**config.mk**
```make
export PLATFORM = sky130hd
export DESIGN_NAME = lns_operand_align
export DESIGN_NICKNAME = d
export VERILOG_FILES = /design/src/rtl/lns_pkg.sv /design/src/rtl/lns_skid_buf.sv /design/src/rtl/lns_operand_align.sv
export SDC_FILE = /design/constraint.sdc
export NUM_CORES = 1
export LEC_CHECK = 0
export ABC_AREA = 1
export ABC_CLOCK_PERIOD_IN_PS = 3080
export CAP_MARGIN = 0
export CORE_MARGIN = 10
export CORE_UTILIZATION = 52
export DETAILED_ROUTE_END_ITERATION = 12
export PLACE_DENSITY = 0.8
export SLEW_MARGIN = 20
export SYNTH_ARGS = -nofsm -noshare
export SYNTH_HDL_FRONTEND = slang
export SYNTH_SLANG_ARGS = --single-unit
```
**constraint.sdc**
```tcl
create_clock -name clk -period 3.08 [get_ports clk]
set_input_delay 0.924 -clock clk [delete_from_list [all_inputs] [get_ports clk]]
set_output_delay 0.924 -clock clk [all_outputs]
set_load 0.05 [all_outputs]
```
**src/rtl/lns_pkg.sv**
```systemverilog
// Shared LNS definitions: default log-field width, z saturation floor and
// the operand record (sign, exact-zero flag, signed Q3.8 log magnitude).
package lns_pkg;

  localparam int LOG_W = 11;
  localparam int Z_MIN = -1024;

  typedef struct packed {
    logic             sign;
    logic             zero;
    logic [LOG_W-1:0] log;
  } lns_t;

endpackage

```
**src/rtl/lns_skid_buf.sv**
```systemverilog
// Two-entry skid buffer with a registered ready. The main register always
// drives the output; the skid register catches the one word that can arrive
// in the cycle the consumer stalls. in_ready depends only on local state.
module lns_skid_buf #(
  parameter int W = 8
) (
  input  logic         clk,
  input  logic         rst_n,
  input  logic         in_valid,
  output logic         in_ready,
  input  logic [W-1:0] in_data,
  output logic         out_valid,
  input  logic         out_ready,
  output logic [W-1:0] out_data
);

  logic         main_valid_q, main_valid_d;
  logic         skid_valid_q, skid_valid_d;
  logic [W-1:0] main_q, main_d;
  logic [W-1:0] skid_q, skid_d;
  logic         in_fire;
  logic         main_free;

  // Refill the main register from the skid entry first, then from the input.
  always_comb begin
    in_fire      = in_valid && !skid_valid_q;
    main_free    = !main_valid_q || out_ready;
    main_valid_d = main_valid_q;
    skid_valid_d = skid_valid_q;
    main_d       = main_q;
    skid_d       = skid_q;
    if (main_free) begin
      if (skid_valid_q) begin
        main_valid_d = 1'b1;
        main_d       = skid_q;
        skid_valid_d = 1'b0;
      end else begin
        main_valid_d = in_fire;
        main_d       = in_data;
      end
    end else if (in_fire) begin
      skid_valid_d = 1'b1;
      skid_d       = in_data;
    end
  end

  // Occupancy bits clear on reset; payload registers are left free-running.
  always_ff @(posedge clk) begin
    if (!rst_n) begin
      main_valid_q <= 1'b0;
      skid_valid_q <= 1'b0;
    end else begin
      main_valid_q <= main_valid_d;
      skid_valid_q <= skid_valid_d;
    end
  end

  // Payload capture.
  always_ff @(posedge clk) begin
    main_q <= main_d;
    skid_q <= skid_d;
  end

  assign in_ready  = !skid_valid_q;
  assign out_valid = main_valid_q;
  assign out_data  = main_q;

endmodule

```
**src/rtl/lns_operand_align.sv**
```systemverilog
// LNS adder front end: orders an operand pair by log magnitude and produces
// the saturated non-positive difference z for the s_b lookup, plus the
// special-case flags. Optional build macro LNS_ALIGN_SKID_EN inserts a
// registered-ready skid buffer ahead of the two compute stages.
module lns_operand_align #(
  parameter int LOG_W = lns_pkg::LOG_W,
  parameter int Z_MIN = lns_pkg::Z_MIN
) (
  input  logic             clk,
  input  logic             rst_n,
  input  logic             in_valid,
  output logic             in_ready,
  input  logic             a_sign,
  input  logic             b_sign,
  input  logic             a_zero,
  input  logic             b_zero,
  input  logic [LOG_W-1:0] a_log,
  input  logic [LOG_W-1:0] b_log,
  output logic             out_valid,
  input  logic             out_ready,
  output logic [LOG_W-1:0] z,
  output logic [LOG_W-1:0] max_log,
  output logic             res_sign,
  output logic             eff_sub,
  output logic             bypass,
  output logic             cancel,
  output logic             zero_out
);
  import lns_pkg::*;

  localparam int               PW      = 2 * (LOG_W + 2);
  localparam logic [LOG_W:0]   SAT_MAG = (LOG_W+1)'(-Z_MIN);
  localparam logic [LOG_W-1:0] Z_SAT   = LOG_W'(Z_MIN);
  localparam logic [LOG_W-1:0] ONE     = LOG_W'(1);

  logic [PW-1:0] in_pay, s0_pay;
  logic          s0_valid, s0_ready;

  assign in_pay = {a_sign, a_zero, a_log, b_sign, b_zero, b_log};

`ifdef LNS_ALIGN_SKID_EN
  lns_skid_buf #(.W(PW)) u_skid (
    .clk       (clk),
    .rst_n     (rst_n),
    .in_valid  (in_valid),
    .in_ready  (in_ready),
    .in_data   (in_pay),
    .out_valid (s0_valid),
    .out_ready (s0_ready),
    .out_data  (s0_pay)
  );
`else
  assign s0_valid = in_valid;
  assign s0_pay   = in_pay;
  assign in_ready = s0_ready;
`endif

  logic             u_a_sign, u_a_zero, u_b_sign, u_b_zero;
  logic [LOG_W-1:0] u_a_log, u_b_log;

  assign u_a_sign = s0_pay[PW-1];
  assign u_a_zero = s0_pay[PW-2];
  assign u_a_log  = s0_pay[PW-3 -: LOG_W];
  assign u_b_sign = s0_pay[LOG_W+1];
  assign u_b_zero = s0_pay[LOG_W];
  assign u_b_log  = s0_pay[LOG_W-1:0];

  // Stage 1 state
  logic             s1_valid_q, s1_valid_d;
  logic [LOG_W:0]   d_q, d_d;
  logic [LOG_W-1:0] s1_max_log_q, s1_max_log_d;
  logic             s1_max_sign_q, s1_max_sign_d;
  logic             s1_sign_diff_q, s1_sign_diff_d;
  logic             s1_a_zero_q, s1_a_zero_d;
  logic             s1_b_zero_q, s1_b_zero_d;

  // Stage 2 state
  logic             s2_valid_q, s2_valid_d;
  logic [LOG_W-1:0] z_q, z_d;
  logic [LOG_W-1:0] max_log_q, max_log_d;
  logic             res_sign_q, res_sign_d;
  logic             eff_sub_q, eff_sub_d;
  logic             bypass_q, bypass_d;
  logic             cancel_q, cancel_d;
  logic             zero_out_q, zero_out_d;

  logic             s1_fire, s2_adv;
  logic [LOG_W:0]   abs_d;
  logic [LOG_W-1:0] z_norm;

  assign s2_adv   = !s2_valid_q || out_ready;
  assign s0_ready = !s1_valid_q || s2_adv;
  assign s1_fire  = s0_valid && s0_ready;

  // Stage 1: widened difference and larger-operand pick; a nonzero operand
  // always beats an exact zero, otherwise a wins ties.
  always_comb begin
    s1_valid_d     = s1_valid_q;
    d_d            = d_q;
    s1_max_log_d   = s1_max_log_q;
    s1_max_sign_d  = s1_max_sign_q;
    s1_sign_diff_d = s1_sign_diff_q;
    s1_a_zero_d    = s1_a_zero_q;
    s1_b_zero_d    = s1_b_zero_q;
    if (s1_fire) begin
      s1_valid_d     = 1'b1;
      d_d            = {u_a_log[LOG_W-1], u_a_log} - {u_b_log[LOG_W-1], u_b_log};
      s1_sign_diff_d = u_a_sign ^ u_b_sign;
      s1_a_zero_d    = u_a_zero;
      s1_b_zero_d    = u_b_zero;
      if (u_a_zero || (!u_b_zero && d_d[LOG_W])) begin
        s1_max_log_d  = u_b_log;
        s1_max_sign_d = u_b_sign;
      end else begin
        s1_max_log_d  = u_a_log;
        s1_max_sign_d = u_a_sign;
      end
    end else if (s2_adv) begin
      s1_valid_d = 1'b0;
    end
  end

  // Stage 2: z = -|d| with floor saturation, then special-case overrides.
  always_comb begin
    abs_d      = d_q[LOG_W] ? (~d_q + (LOG_W+1)'(1)) : d_q;
    z_norm     = ~abs_d[LOG_W-1:0] + ONE;
    s2_valid_d = s2_valid_q;
    z_d        = z_q;
    max_log_d  = max_log_q;
    res_sign_d = res_sign_q;
    eff_sub_d  = eff_sub_q;
    bypass_d   = bypass_q;
    cancel_d   = cancel_q;
    zero_out_d = zero_out_q;
    if (s2_adv) begin
      s2_valid_d = s1_valid_q;
      z_d        = (abs_d > SAT_MAG) ? Z_SAT : z_norm;
      max_log_d  = s1_max_log_q;
      res_sign_d = s1_max_sign_q;
      eff_sub_d  = s1_sign_diff_q;
      bypass_d   = 1'b0;
      cancel_d   = 1'b0;
      zero_out_d = 1'b0;
      if (s1_a_zero_q && s1_b_zero_q) begin
        bypass_d   = 1'b1;
        zero_out_d = 1'b1;
        max_log_d  = '0;
        res_sign_d = 1'b0;
        z_d        = Z_SAT;
        eff_sub_d  = 1'b0;
      end else if (s1_a_zero_q || s1_b_zero_q) begin
        bypass_d  = 1'b1;
        z_d       = Z_SAT;
        eff_sub_d = 1'b0;
      end else if (s1_sign_diff_q && (d_q == '0)) begin
        cancel_d   = 1'b1;
        zero_out_d = 1'b1;
        res_sign_d = 1'b0;
        z_d        = '0;
      end
    end
  end

  // Stage valid bits are the only reset state.
  always_ff @(posedge clk) begin
    if (!rst_n) begin
      s1_valid_q <= 1'b0;
      s2_valid_q <= 1'b0;
    end else begin
      s1_valid_q <= s1_valid_d;
      s2_valid_q <= s2_valid_d;
    end
  end

  // Pipeline data registers, held by their own enables.
  always_ff @(posedge clk) begin
    d_q            <= d_d;
    s1_max_log_q   <= s1_max_log_d;
    s1_max_sign_q  <= s1_max_sign_d;
    s1_sign_diff_q <= s1_sign_diff_d;
    s1_a_zero_q    <= s1_a_zero_d;
    s1_b_zero_q    <= s1_b_zero_d;
    z_q            <= z_d;
    max_log_q      <= max_log_d;
    res_sign_q     <= res_sign_d;
    eff_sub_q      <= eff_sub_d;
    bypass_q       <= bypass_d;
    cancel_q       <= cancel_d;
    zero_out_q     <= zero_out_d;
  end

  assign out_valid = s2_valid_q;
  assign z         = z_q;
  assign max_log   = max_log_q;
  assign res_sign  = res_sign_q;
  assign eff_sub   = eff_sub_q;
  assign bypass    = bypass_q;
  assign cancel    = cancel_q;
  assign zero_out  = zero_out_q;

endmodule

```
==> out/results.tsv <==
metric	value	unit
largest cells by area after synthesis	edfxtp_1 (51%), nand2_1 (8.6%), inv_1 (7.0%)	
Cell Area, Synth	3174	um2
all-layer global routing usage	13.54	%
Final Core Density	68.11	%
Critical Path Max Stage Delay	490	ps
Post-synth ARST share	0	%
syn_nets	383	
# hold bufs at CTS	0	
dpl cells	480	
HP Class	reg -> reg	
max frequency	360.5	MHz
fin nets	456	
fin crit share	90.06	%
Slew @ Worst Pin	515.5	ps
gr ovfl total	0	
# resized after CTS	0	
hold depth	2	
commonest non-fill, non-tap cell in the layout	nand2_1	
post-route cell area	4033	um2
Peak supply drop	0.0002718	V
share of layout cells above drive strength 1	11.62	%
most frequent cells in the layout	nand2_1 (73), inv_1 (59), clkdlybuf4s50_1 (57)	
Required @ worst endpoint	3150	ps
DRC violations left	0	
number of DRC markers in iteration 0	74	
placer congestion estimate	0.8733	
Hold Vio Cnt, Final	0	
Synth Instances	339	
slowest cell on the critical path	clkdlybuf4s50_1	
maximum clock insertion buffer count	2	
worst reg2reg path depth	11	
Most used DFF post-synth	edfxtp_1	
row count	28	
Clk Latency, worst-skew pair	310	ps
Final Skew	9.339	ps
CTS root buf	clkbuf_8	
# IOs	59	
RSZ-0062 raised after global routing	no	
port bufs	58	
CTS tree	yes	
register clock-pin slew on the reported worst setup and hold paths	110	ps
Core Area	5921	um2
Area after DPL	3936	um2
CP Buf/Inv Count	3	
max-cap check violation count	0	
largest net degree at the start of global routing	29	
crit path launch type	input pin	
vias in the first global route	2382	
n_diodes	0	
Post-Route Setup TNS	0	ps
Yosys reg bits	56	
crit path DAT	2840	ps
die width	98.13	um
Mean Syn Cell Area	9.364	um2
Num CTS Buffers	5	
vias	2425	
power density over the cells	492.2	nW/um2
FILL cells	481	
CP delay by family, top	buffers and inverters	
critical path's most frequent cell	nand2_1	
# Post-CTS Setup Buffers	0	
Final ANT Viol Nets	0	
first-pass GRT wire length	10.90	mm
status	finished clean	
CP Max Fanout	14	
dpl hpwl	5.221	mm
Final Worst Setup Slack	306.1	ps
Netlist cell types	33	
Initial Util	53.61	%
sequential share of the synthesized area	52.35	%
minimum clock period after layout	2774	ps
Crit Path Category	in -> reg	
top-area cell type share of the netlist area	51.08	%
initial antenna violation count	0	
die area	9630	um2
Vias/cell	4.969	
Total Wirelength	6.416	mm
Avg WL per Cell	13.15	um
TritonRoute pass-1 iters	4	
height of the die	98.13	um
fin. max-slew vios	0	
yosys warns	0	
setup violators final	0	
worst path cell trace	clkdlybuf4s50_1 > inv_1 > ha_1 > a21oi_1 > o21ai_0 > nand2_1 > nand4_1 > nand3b_1 > nand2_1 > buf_12 > nand2_1 > o21ai_0	
Worst setup EP type	register	
CTS Sinks	56	
worst slack, placed	-26.40	ps
fin cells	488	
number of flops mapped to enable cells by yosys	54	
cell taking the most area after synthesis	edfxtp_1	
H-tree levels	2	
Layout area overhead	27.04	%
Lkg Pwr	1.839	nW
Crit path depth	12	
max_slew headroom	65.52	%
-- cells by family (layout without fill, tap and decap cells) --
group	count (synthesis)	count (layout)	synth area share (%)
compound gates	22	22	3.784
xor+xnor	17	17	4.690
fa+ha+maj	14	14	5.755
buf+inv	66	140	8.435
flops	56	56	52.35
simple gates	164	164	24.99
-- layer usage --
layer | GRT usage [%] | routed length (um)
met1 | 14.56 | 2536
met2 | 24.77 | 3431
met3 | 3.453 | 344
met4 | 5.182 | 103
met5 | 0 | 0
-- final cells by class --
type                            instances  area [um2]  share of cell area (%)
Clock buffer                            5       68.82                   1.706
Inverter                               60       227.7                   5.647
Tap cell                               75       93.84                   2.327
Clock inverter                          3       27.53                  0.6826
Timing Repair Buffer                   72       708.2                   17.56
Sequential cell                        56        1662                   41.20
Multi-Input combinational cell        217        1245                   30.87
-- worst register-to-register path: cells and delay by family (launching register included) --
family,cells,cell delay (ps)
flops,1,690
buf+inv,1,110
compound gates,1,200
fa+ha+maj,1,230
simple gates,8,840
-- where the power goes --
group          switching [W]  total [W]  internal [W]  leakage, nW
Clock               0.000251   0.000418      0.000167       0.0463
Sequential         0.0000369   0.000966      0.000929        0.583
Combinational       0.000372   0.000601      0.000229         1.21
-- metrics by stage --
stage,total power [W],hold slack [ps]
after global routing,0.002103,483.0
after CTS,0.001997,462.5
after detailed placement,0.001588,445.6
after global placement,0.001566,432.0
final,0.001985,455.6
after floorplan,0.001389,426.7
-- registers in the layout (all words and copies together) (netlist names), 11 cells and up --
signal / count
s1_max_log_q: 11
d_q: 12
max_log: 11
z: 11
-- synth_stat cells, types with 3 or more instances --
cell type  instances
nand4_1            4
edfxtp_1          54
nand3_1           24
nor2_4             4
xnor2_1            7
o21ai_0            6
nand2_1           73
inv_1             59
nor3_1             3
nor2_2            10
nand3b_1           5
xor2_1            10
a21oi_1           10
ha_1              13
nor2_1            28
nand2_2            4
-- worst paths after layout --
| path | start | endpoint | slack (ps) |
|---|---|---|---|
| worst max-delay path | b_log[4] | s1_max_log_q[1] | 310 |
| worst min-delay path | s1_valid_q | out_valid | 460 |
| worst max register to register | d_q[11] | z[1] | 860 |
| worst min register to register | s1_valid_q | out_valid | 460 |
(Power assumes the default switching activity.)
